File: config.mk
export PLATFORM = sky130hd
export DESIGN_NAME = hs_iter_sequencer
export DESIGN_NICKNAME = d
export VERILOG_FILES = /design/src/rtl/hs_pkg.sv /design/src/rtl/hs_raster_counter.sv /design/src/rtl/hs_iter_sequencer.sv
export SDC_FILE = /design/constraint.sdc
export NUM_CORES = 1
export LEC_CHECK = 0
export CAP_MARGIN = 30
export CORE_ASPECT_RATIO = 1.75
export CORE_MARGIN = 10
export CORE_UTILIZATION = 51
export CTS_CLUSTER_SIZE = 8
export DETAILED_ROUTE_END_ITERATION = 12
export PLACE_DENSITY = 0.79
export SYNTH_ARGS = -nofsm -noshare
export SYNTH_HDL_FRONTEND = slang
export SYNTH_HIERARCHICAL = 1
export SYNTH_SLANG_ARGS = --single-unit
File: constraint.sdc
create_clock -name clk -period 4 [get_ports clk]
set_input_delay 0.4 -clock clk [delete_from_list [all_inputs] [get_ports clk]]
set_output_delay 0.4 -clock clk [all_outputs]
set_load 0.05 [all_outputs]
File: src/rtl/hs_pkg.sv
// Shared constants and state encoding for the Horn-Schunck iteration sequencer.
// Frame geometry defaults here; the top and the bench may override them.
package hs_pkg;

  localparam int IMAGE_WIDTH   = 584;
  localparam int IMAGE_HEIGHT  = 388;
  localparam int IMAGE_SIZE    = IMAGE_WIDTH * IMAGE_HEIGHT;
  localparam int ADDR_WIDTH    = 18;
  localparam int ITER_WIDTH    = 8;
  localparam int DRAIN_TIMEOUT = 4096;

  typedef enum logic [1:0] {
    IDLE  = 2'd0,
    FEED  = 2'd1,
    DRAIN = 2'd2
  } hs_state_e;

endpackage

File: src/rtl/hs_raster_counter.sv
// Raster address counter: counts 0..IMAGE_SIZE-1 while enabled and wraps to 0,
// flagging the last address so the owner can detect end of frame.
module hs_raster_counter #(
  parameter int ADDR_WIDTH = hs_pkg::ADDR_WIDTH,
  parameter int IMAGE_SIZE = hs_pkg::IMAGE_SIZE
) (
  input  logic                  clk,
  input  logic                  reset,
  input  logic                  start,
  input  logic                  en,
  output logic [ADDR_WIDTH-1:0] count,
  output logic                  tc
);

  localparam logic [ADDR_WIDTH-1:0] LAST_ADDR = ADDR_WIDTH'(IMAGE_SIZE - 1);

  assign tc = (count == LAST_ADDR);

  always_ff @(posedge clk) begin
    if (reset || start) begin
      count <= '0;
    end else if (en) begin
      count <= tc ? '0 : count + 1'b1;
    end
  end

endmodule

File: src/rtl/hs_iter_sequencer.sv
// Runs hsOptFlowTop for a programmable number of Horn-Schunck iterations:
// each iteration streams the frame buffer into the core, then captures its output.
//
// state | meaning
// IDLE  | waiting for io_start
// FEED  | raster-reading the frame buffer into the core
// DRAIN | feed complete; waiting for / finishing the output capture
module hs_iter_sequencer #(
  parameter int IMAGE_WIDTH   = hs_pkg::IMAGE_WIDTH,
  parameter int IMAGE_HEIGHT  = hs_pkg::IMAGE_HEIGHT,
  parameter int ADDR_WIDTH    = hs_pkg::ADDR_WIDTH,
  parameter int ITER_WIDTH    = hs_pkg::ITER_WIDTH,
  parameter int DRAIN_TIMEOUT = hs_pkg::DRAIN_TIMEOUT
) (
  input  logic                  clk,
  input  logic                  reset,
  input  logic                  io_start,
  input  logic                  io_abort,
  input  logic [ITER_WIDTH-1:0] io_num_iters,
  output logic                  io_rd_en,
  output logic [ADDR_WIDTH-1:0] io_rd_addr,
  output logic                  io_core_frame_sync,
  output logic                  io_first_iter,
  input  logic                  io_core_frame_sync_out,
  output logic                  io_wr_en,
  output logic [ADDR_WIDTH-1:0] io_wr_addr,
  output logic [ITER_WIDTH-1:0] io_iter,
  output logic                  io_busy,
  output logic                  io_done,
  output logic                  io_error
);

  import hs_pkg::*;

  localparam int IMAGE_SIZE = IMAGE_WIDTH * IMAGE_HEIGHT;
  localparam int TW         = $clog2(DRAIN_TIMEOUT + 1);

  hs_state_e             state;
  logic [ITER_WIDTH-1:0] num_iters_q;
  logic [ITER_WIDTH-1:0] iter_q;
  logic [TW-1:0]         drain_timer;
  logic                  capturing;
  logic                  core_sync_q;
  logic                  first_iter_q;
  logic                  done_q;
  logic                  error_q;

  logic                  feed_active;
  logic                  cap_accept;
  logic                  wr_en;
  logic                  last_write;
  logic                  rd_tc;
  logic                  wr_tc;
  logic [ADDR_WIDTH-1:0] rd_addr;
  logic [ADDR_WIDTH-1:0] wr_addr;

  assign feed_active = (state == FEED);
  // Capture starts combinationally so write address 0 lines up with frame_sync_out;
  // a repeat pulse while already capturing is dropped.
  assign cap_accept  = io_core_frame_sync_out && (state != IDLE) && !capturing;
  assign wr_en       = capturing || cap_accept;
  assign last_write  = wr_en && wr_tc;

  hs_raster_counter #(
    .ADDR_WIDTH (ADDR_WIDTH),
    .IMAGE_SIZE (IMAGE_SIZE)
  ) u_rd_cnt (
    .clk   (clk),
    .reset (reset),
    .start (io_abort),
    .en    (feed_active),
    .count (rd_addr),
    .tc    (rd_tc)
  );

  hs_raster_counter #(
    .ADDR_WIDTH (ADDR_WIDTH),
    .IMAGE_SIZE (IMAGE_SIZE)
  ) u_wr_cnt (
    .clk   (clk),
    .reset (reset),
    .start (io_abort),
    .en    (wr_en),
    .count (wr_addr),
    .tc    (wr_tc)
  );

  always_ff @(posedge clk) begin
    if (reset) begin
      state        <= IDLE;
      num_iters_q  <= '0;
      iter_q       <= '0;
      drain_timer  <= '0;
      capturing    <= 1'b0;
      core_sync_q  <= 1'b0;
      first_iter_q <= 1'b0;
      done_q       <= 1'b0;
      error_q      <= 1'b0;
    end else if (io_abort) begin
      state        <= IDLE;
      capturing    <= 1'b0;
      core_sync_q  <= 1'b0;
      first_iter_q <= 1'b0;
      done_q       <= 1'b0;
    end else begin
      done_q      <= 1'b0;
      core_sync_q <= feed_active && (rd_addr == '0);

      if (cap_accept) capturing <= 1'b1;
      if (last_write) capturing <= 1'b0;

      if (last_write) begin
        first_iter_q <= 1'b0;
        if (iter_q == num_iters_q - 1'b1) begin
          done_q <= 1'b1;
          state  <= IDLE;
        end else begin
          iter_q <= iter_q + 1'b1;
          state  <= FEED;
        end
      end else begin
        case (state)
          IDLE: begin
            if (io_start) begin
              error_q <= 1'b0;
              if (io_num_iters == '0) begin
                done_q <= 1'b1;
              end else begin
                num_iters_q  <= io_num_iters;
                iter_q       <= '0;
                first_iter_q <= 1'b1;
                state        <= FEED;
              end
            end
          end
          FEED: begin
            if (rd_tc) begin
              state       <= DRAIN;
              drain_timer <= TW'(DRAIN_TIMEOUT - 1);
            end
          end
          DRAIN: begin
            // Timer only matters until the core's output frame has started.
            if (!capturing && !cap_accept) begin
              if (drain_timer == TW'(1)) begin
                error_q      <= 1'b1;
                first_iter_q <= 1'b0;
                state        <= IDLE;
              end else begin
                drain_timer <= drain_timer - 1'b1;
              end
            end
          end
          default: state <= IDLE;
        endcase
      end
    end
  end

  assign io_rd_en           = feed_active;
  assign io_rd_addr         = rd_addr;
  assign io_core_frame_sync = core_sync_q;
  assign io_first_iter      = first_iter_q;
  assign io_wr_en           = wr_en;
  assign io_wr_addr         = wr_addr;
  assign io_iter            = iter_q;
  assign io_busy            = (state != IDLE);
  assign io_done            = done_q;
  assign io_error           = error_q;

endmodule

======== After elaboration in Yosys (flattened, before gate mapping) ========
Index checks and enable logic that the tools add are counted.
operators by class
  add/subtract/negate cells ............... 5
  multiply operators ...................... 0
  divide/modulo/power cells ............... 0
  $lt $le $gt $ge ......................... 0
  eq/ne operators ......................... 19
  shifts and indexed selects .............. 0
  muxes and demuxes ....................... 33
  bitwise gates (word level) .............. 3
  reductions and logical operators ........ 25
operator list
  kind                                                                      count
  8-bit two-way mux                                                         5
  13-bit two-way mux                                                        3
  18-bit by 1-bit adder with 18-bit output (second input constant)          2
  18-bit == test (second input constant)                                    2
  18-bit two-way mux                                                        2
  13-bit case mux with 2 select lines                                       1
  5-bit AND reduction                                                       4
  18-bit zero test                                                          1
  2-bit inequality test (second input constant)                             7
  13-bit by 1-bit == test with 1-bit output (second input constant)         1
  1-bit two-way mux                                                         13
  13-bit by 1-bit subtractor with 13-bit output (second input constant)     1
  2-bit two-way mux                                                         6
  3-bit inequality test (second input constant)                             4
  6-bit AND reduction                                                       2
  2-bit nonzero test                                                        5
  8-bit by 1-bit adder with 8-bit output (second input constant)            1
  8-bit == test                                                             1
  8-bit zero test                                                           1
  8-bit by 1-bit subtractor with 8-bit output (second input constant)       1
  2-bit case mux with 3 select lines                                        1
  1-bit logical AND                                                         5
  1-bit case mux with 2 select lines                                        2
  3-bit by 1-bit inequality test with 1-bit output (second input constant)  1
  9 further kinds                                                           13
storage, ports and cells
  register bits ........................... 72
  latch bits .............................. 0
  bits in writable memories ............... 0
  ROM bits ................................ 0
  word-level logic and storage cells ...... 96
  memories kept ........................... 0

======== Depth between registers and ports, before layout ========
  depth in word-level cells ............... 8
  gate-level depth with buffers ........... 11
  mapped depth without buffers ............ 9

======== By module ========
The synthesis kept the hierarchy.
by module, submodules not included
  module             times used  cells an instance  area an instance (sq um)  sequential area each (sq um)
  hs_iter_sequencer  1           238                2058.2                    720.7
  hs_raster_counter  2           106                905.9                     360.3

======== Worst setup path after synthesis ========
OpenSTA, ideal clock, no wires.
  path kind ............................... register to register
  from .................................... register u_wr_cnt.count[0]
  to ...................................... register iter_q[2] (netlist: io_iter[2])
  setup time .............................. 0.061 ns
  arrival time ............................ 3.156 ns
  required time ........................... 3.939 ns
  slack ................................... 0.783 ns
  stages on the path, launching flop included .. 12
  path buffers ............................ 2
  period minus slack after synthesis ...... 3.217 ns
  cell sequence ........................... dfxtp_1 ha_1 nor4b_1 nand3_1 nor4b_1 o21a_1 nor3_1 buf_4 or2_2 clkbuf_2 or4_1 nand2_1
on the way
  word-level cells in the longest chain between the ends .. 4
  elaborated cells on any way between the ends .. 8
  classes of those cells .................. eq/ne (3); mux (1); reduce/logical (4)
RTL lines
  element                                                                RTL line                  text
  start, declared                                                        hs_raster_counter.sv:11   output logic [ADDR_WIDTH-1:0] count,
  start signal, assigned                                                 hs_raster_counter.sv:23   count <= tc ? '0 : count + 1'b1;
  18-bit == test *                                                       hs_raster_counter.sv:17   assign tc = (count == LAST_ADDR);
  via wr_tc                                                              hs_iter_sequencer.sv:53   logic wr_tc;
  1-bit logical AND *                                                    hs_iter_sequencer.sv:62   assign last_write = wr_en && wr_tc;
  2-bit inequality test (no line) or 2-bit nonzero test (tied branches)  -
  5-bit AND reduction (no line)                                          -
  end signal, assigned                                                   hs_iter_sequencer.sv:118  iter_q <= iter_q + 1'b1;
  end, declared                                                          hs_iter_sequencer.sv:40   logic [ITER_WIDTH-1:0] iter_q;
Mark *: on every way through the listed nets, which the timed path passes. The rest lies on a longest branch.
A chain may end at the register's enable or synchronous reset.

======== Worst setup path in the final report ========
  from .................................... register u_rd_cnt.count[1]
  to ...................................... register drain_timer[6]
on the way
  word-level cells in the longest chain between the ends .. 3
RTL lines
  element                                                     RTL line                  text
  start, declared                                             hs_raster_counter.sv:11
  start signal, assigned                                      hs_raster_counter.sv:23
  18-bit == test                                              hs_raster_counter.sv:17
  via rd_tc                                                   hs_iter_sequencer.sv:52   logic rd_tc;
  2-bit by 1-bit inequality test with 1-bit output (no line)  -
  6-bit AND reduction (no line)                               -
  end signal, assigned                                        hs_iter_sequencer.sv:139  drain_timer <= TW'(DRAIN_TIMEOUT - 1);
  end signal, assigned                                        hs_iter_sequencer.sv:150  drain_timer <= drain_timer - 1'b1;
  end, declared                                               hs_iter_sequencer.sv:41   logic [TW-1:0] drain_timer;
The timed path passes the listed nets, and every way through them passes these cells.

==> summary.md <==
| Metric | Value |
|---|---|
| CTS Buf Count | `9` |
| Yosys reg bits | `72` |
| Cell occurring most often along the worst timing path | `nor4b_1` |
| Required time at the worst-slack endpoint | `roughly 4.3 ns` |
| Vias per cell | `slightly above 6` |
| Mapped Cells | `450` |
| Total wirelength of the detailed-routed design | `between 10000 and 15000 um` |
| CP arrival | `between 3 and 4 ns` |
| Vertical die dimension | `approximately 140 um` |
| Critical Path Max Stage Delay | `approximately 0.6 ns` |
| Critical Path End Type | `flip-flop` |
| Max-cap violations | `0` |
| Commonest cells after routing, fill and taps aside | `dfxtp_1 (72), clkdlybuf4s50_1 (63), nor2_1 (54)` |
| Minimum clock period after layout | `between 3 and 4 ns` |
| Hold violation count in the final report | `0` |
| Master cell of the clock root buffer | `clkbuf_16` |
| Clock-pin slew of the registers on the worst-case setup and hold paths | `about 0.06 ns` |
| Share of synthesized registers carrying an async set or reset | `0%` |
| Antenna diode count | `0` |
| Areal power density over the cells | `348 mW/mm^2` |
| Worst setup slack after placement | `about 0.65 ns` |
| Number of global-route vias before repair | `about 3600` |
| Effective utilization at floorplan | `between 50% and 60%` |
| Count of instances resized after the clock tree is built | `0` |
| Path type of the worst setup path | `reg2reg` |
| Sinks on Clock Net | `between 70 and 80` |
| Largest fanout on the critical path | `10` |
| Final setup margin | `0.463 ns` |
| Pin count of the biggest net entering global routing | `33` |
| Later-pin clock latency in the skew report | `approximately 0.34 ns` |
| Total Neg Setup Slack | `0 ns` |
| Result of the run | `finished clean` |
| Quantity of hold-fixing buffers added after cts | `0` |
| Proportion of layout cells with a drive suffix above 1 | `under 10%` |
| Vias | `roughly 3600` |
| Number of input and output port buffers inserted | `63` |
| Critical path's slowest cell | `nor4b_1` |
| Leakage power | `1.60 nW` |
| Maximum clock insertion buffer count | `2` |
| EDFF count, synth | `0` |
| Fraction of the mapped netlist area in compound gates | `roughly an eighth` |
| Final critical-path share of the clock period | `about nine tenths` |
| First-pass iteration count of the detailed router | `5` |
| Number of antenna violations at the first check in global routing | `0` |
| Wire length of the first global-routing pass | `16700 um` |
| Max-slew violation count | `0` |
| Mapped Area | `~0.0039 mm^2` |
| Total number of yosys warnings | `6` |
| Proportion of synthesized chip area in sequential cells | `a little under two fifths` |
| Number of different library cells in the post-synthesis netlist | `62` |
| CTS tree | `yes` |
| Fmax | `~280 MHz` |
| Floorplan die area | `between 0.01 and 0.015 mm^2` |
| Final setup fails | `0` |
| Startpoint Class | `flip-flop` |
| Remaining design rule violation count | `0` |
| Total grt overflow | `0` |
| Synth Area in Adders | `1.94%` |
| Number of setup buffers added after CTS | `0` |
| Least-Margin Pin Slew | `between 0.9 and 1 ns` |
| Final #Nets | `about 520` |
| Number of rows in the core area | `42` |
| Antenna Violating Nets Remaining | `0` |
| Clock Skew | `~0.0044 ns` |
| Hpwl dp | `around 7400 um` |
| Count of H-tree levels built during CTS | `3` |
| Routability cong. | `0.898` |
| Leading cell type in the layout, fill and taps excluded | `dfxtp_1` |
| RSZ-0062 raised after global routing | `false` |
| Number of design-rule violations left by the first detailed-router iteration | `284` |
| Global-route usage over all layers | `around 17%` |
| Area grow syn2layout | `24.5%` |
| Synthesized-area fraction occupied by xor and xnor cells | `under 10%` |
| Routed wire per std cell | `17.3 um` |
| Largest family of logic cells by synthesized area | `simple AND/OR/NAND/NOR gates` |
| Slew HR | `36.1%` |
| Number of nets produced by synthesis | `approximately 470` |
| Slack of the worst reg-to-reg path | `around 0.46 ns` |
| Sequence of cells on the critical path | `ha_1 > nor4b_1 > nand3_1 > nor4b_1 > nand2_1 > a211oi_4 > nand3_2 > or4_1 > a31oi_1` |
| Synthesized area divided by synthesized cell count | `8.60 um^2` |
| Number of I/O pins | `64` |
| Core area | `~0.0075 mm^2` |
| Largest vdd supply drop | `around 0.00026 V` |
| Basic-gate share of the synthesized area counting and, or, nand and nor cells | `between 30% and 40%` |
| Horizontal extent of the die | `approximately 86 um` |
| Share of cell area taken by muxes after synthesis | `under 10%` |
| Primary FF master, synth | `dfxtp_1` |
| HP Class | `reg2reg` |
## cells by family after synthesis
family | after synthesis
AOI/OAI and AO/OA | 77
DFF | 72
buffers and inverters | 36
and+or+nand+nor | 209
adders and majority gates | 6
muxes | 11
xor gates and xnor gates | 39
## state kept, by name, indices dropped and copies added (netlist names)
name                flops
io_first_iter           1
state                   2
io_error                1
u_rd_cnt/count         18
io_done                 1
u_wr_cnt/count         18
io_iter                 8
drain_timer            13
io_core_frame_sync      1
capturing               1
num_iters_q             8
## cells in the mapped netlist (2+ instances only)
cell type  number  area share, %
mux2i_1        11            2.8
nor2b_1         2           0.32
and4b_1         5            1.3
xnor2_1        17            3.8
o21ai_2         2           0.45
or4_4           5            1.5
and3_1          6           0.97
xor2_1         21            4.8
o21ai_0        16            2.1
and2_1          2           0.32
nand2_1        24            2.3
o21a_1          2           0.39
nor4_1          9            1.5
a31oi_1         4           0.65
nor2_1         54            5.2
buf_4           6            1.2
a31o_2          4           0.91
inv_1          15            1.5
nand4_2         2           0.65
nand2b_1        3           0.49
or4_1           9            1.7
nand4_1        19            3.1
a21oi_1        29            3.8
dfxtp_1        72             37
or3b_2          2           0.45
or3_2           4           0.78
nor4b_1         4           0.91
nor3_1         12            1.6
or3_1          11            1.8
nand3_1        21            2.7
ha_1            6            1.9
and4_2          2           0.52
nand3b_1        2           0.39
o31ai_1         5           0.97
or2_2           2           0.32
buf_2           6           0.78
a211oi_1        3           0.58
clkbuf_1        7           0.68
## layout make-up
| type | instances | area [um^2] |
|---|---|---|
| Timing Repair Buffer | 65 | 646 |
| Clock inverter | 5 | 55.1 |
| Clock buffer | 11 | 253 |
| Sequential cell | 72 | 1440 |
| Multi-Input combinational cell | 342 | 2260 |
| Fill cell | 666 | 2640 |
| Inverter | 15 | 56.3 |
| Tap cell | 88 | 110 |
## routing by layer
metal | wire length, um | vias up | share of wire [%] | global-route usage, %
li1 | - | 1745 | - | -
met5 | 0 | - | 0 | 0
met3 | 650 | 31 | 6.3 | 5.90
met2 | 5550 | 139 | 54 | 31.5
met1 | 3850 | 1733 | 37 | 17.4
met4 | 275 | 0 | 2.7 | 8.00
## worst max-delay path, delay by kind of cell (launching register included)
| family | cells | cell delay, ns |
|---|---|---|
| simple gates | 6 | 2.03 |
| compound gates | 2 | 0.69 |
| flops | 1 | 0.47 |
| fa+ha+maj | 1 | 0.28 |
## path summary, 6_finish.rpt
path / from / end / depth (start not counted)
min reg2reg: io_error$_SDFFE_PP0P_ / io_error$_SDFFE_PP0P_ / 2
min: io_error$_SDFFE_PP0P_ / io_error$_SDFFE_PP0P_ / 2
max: u_rd_cnt/count[1]$_SDFFE_PP0P_ / drain_timer[6]$_SDFFE_PP0P_ / 9
max reg2reg: u_rd_cnt/count[1]$_SDFFE_PP0P_ / drain_timer[6]$_SDFFE_PP0P_ / 9
## through the flow
| step | total power, mW | cell area (um^2) | hold WS, ns | utilization (%) | std cells |
|---|---|---|---|---|---|
| detailed placement | 0.861 | 4510 | 0.490 | 60.5 | 582 |
| global placement | 0.858 | 4510 | 0.482 | 60.5 | 582 |
| global route | 1.72 | 4820 | 0.527 | 64.6 | 598 |
| finish | 1.68 | 4820 | 0.508 | 64.6 | 598 |
| floorplan | 0.825 | 3870 | 0.443 | - | 450 |
| CTS | 1.68 | 4820 | 0.498 | 64.6 | 598 |
## where the power goes
| part | total [mW] | leakage (nW) | switching [mW] | internal (mW) |
|---|---|---|---|---|
| Sequential | 0.734 | 0.581 | 0.0102 | 0.724 |
| Clock | 0.831 | 0.148 | 0.317 | 0.514 |
| Combinational | 0.112 | 0.870 | 0.0654 | 0.0468 |
| Total | 1.68 | 1.60 | 0.392 | 1.28 |
Note: power is estimated with default switching activity, not from simulation.
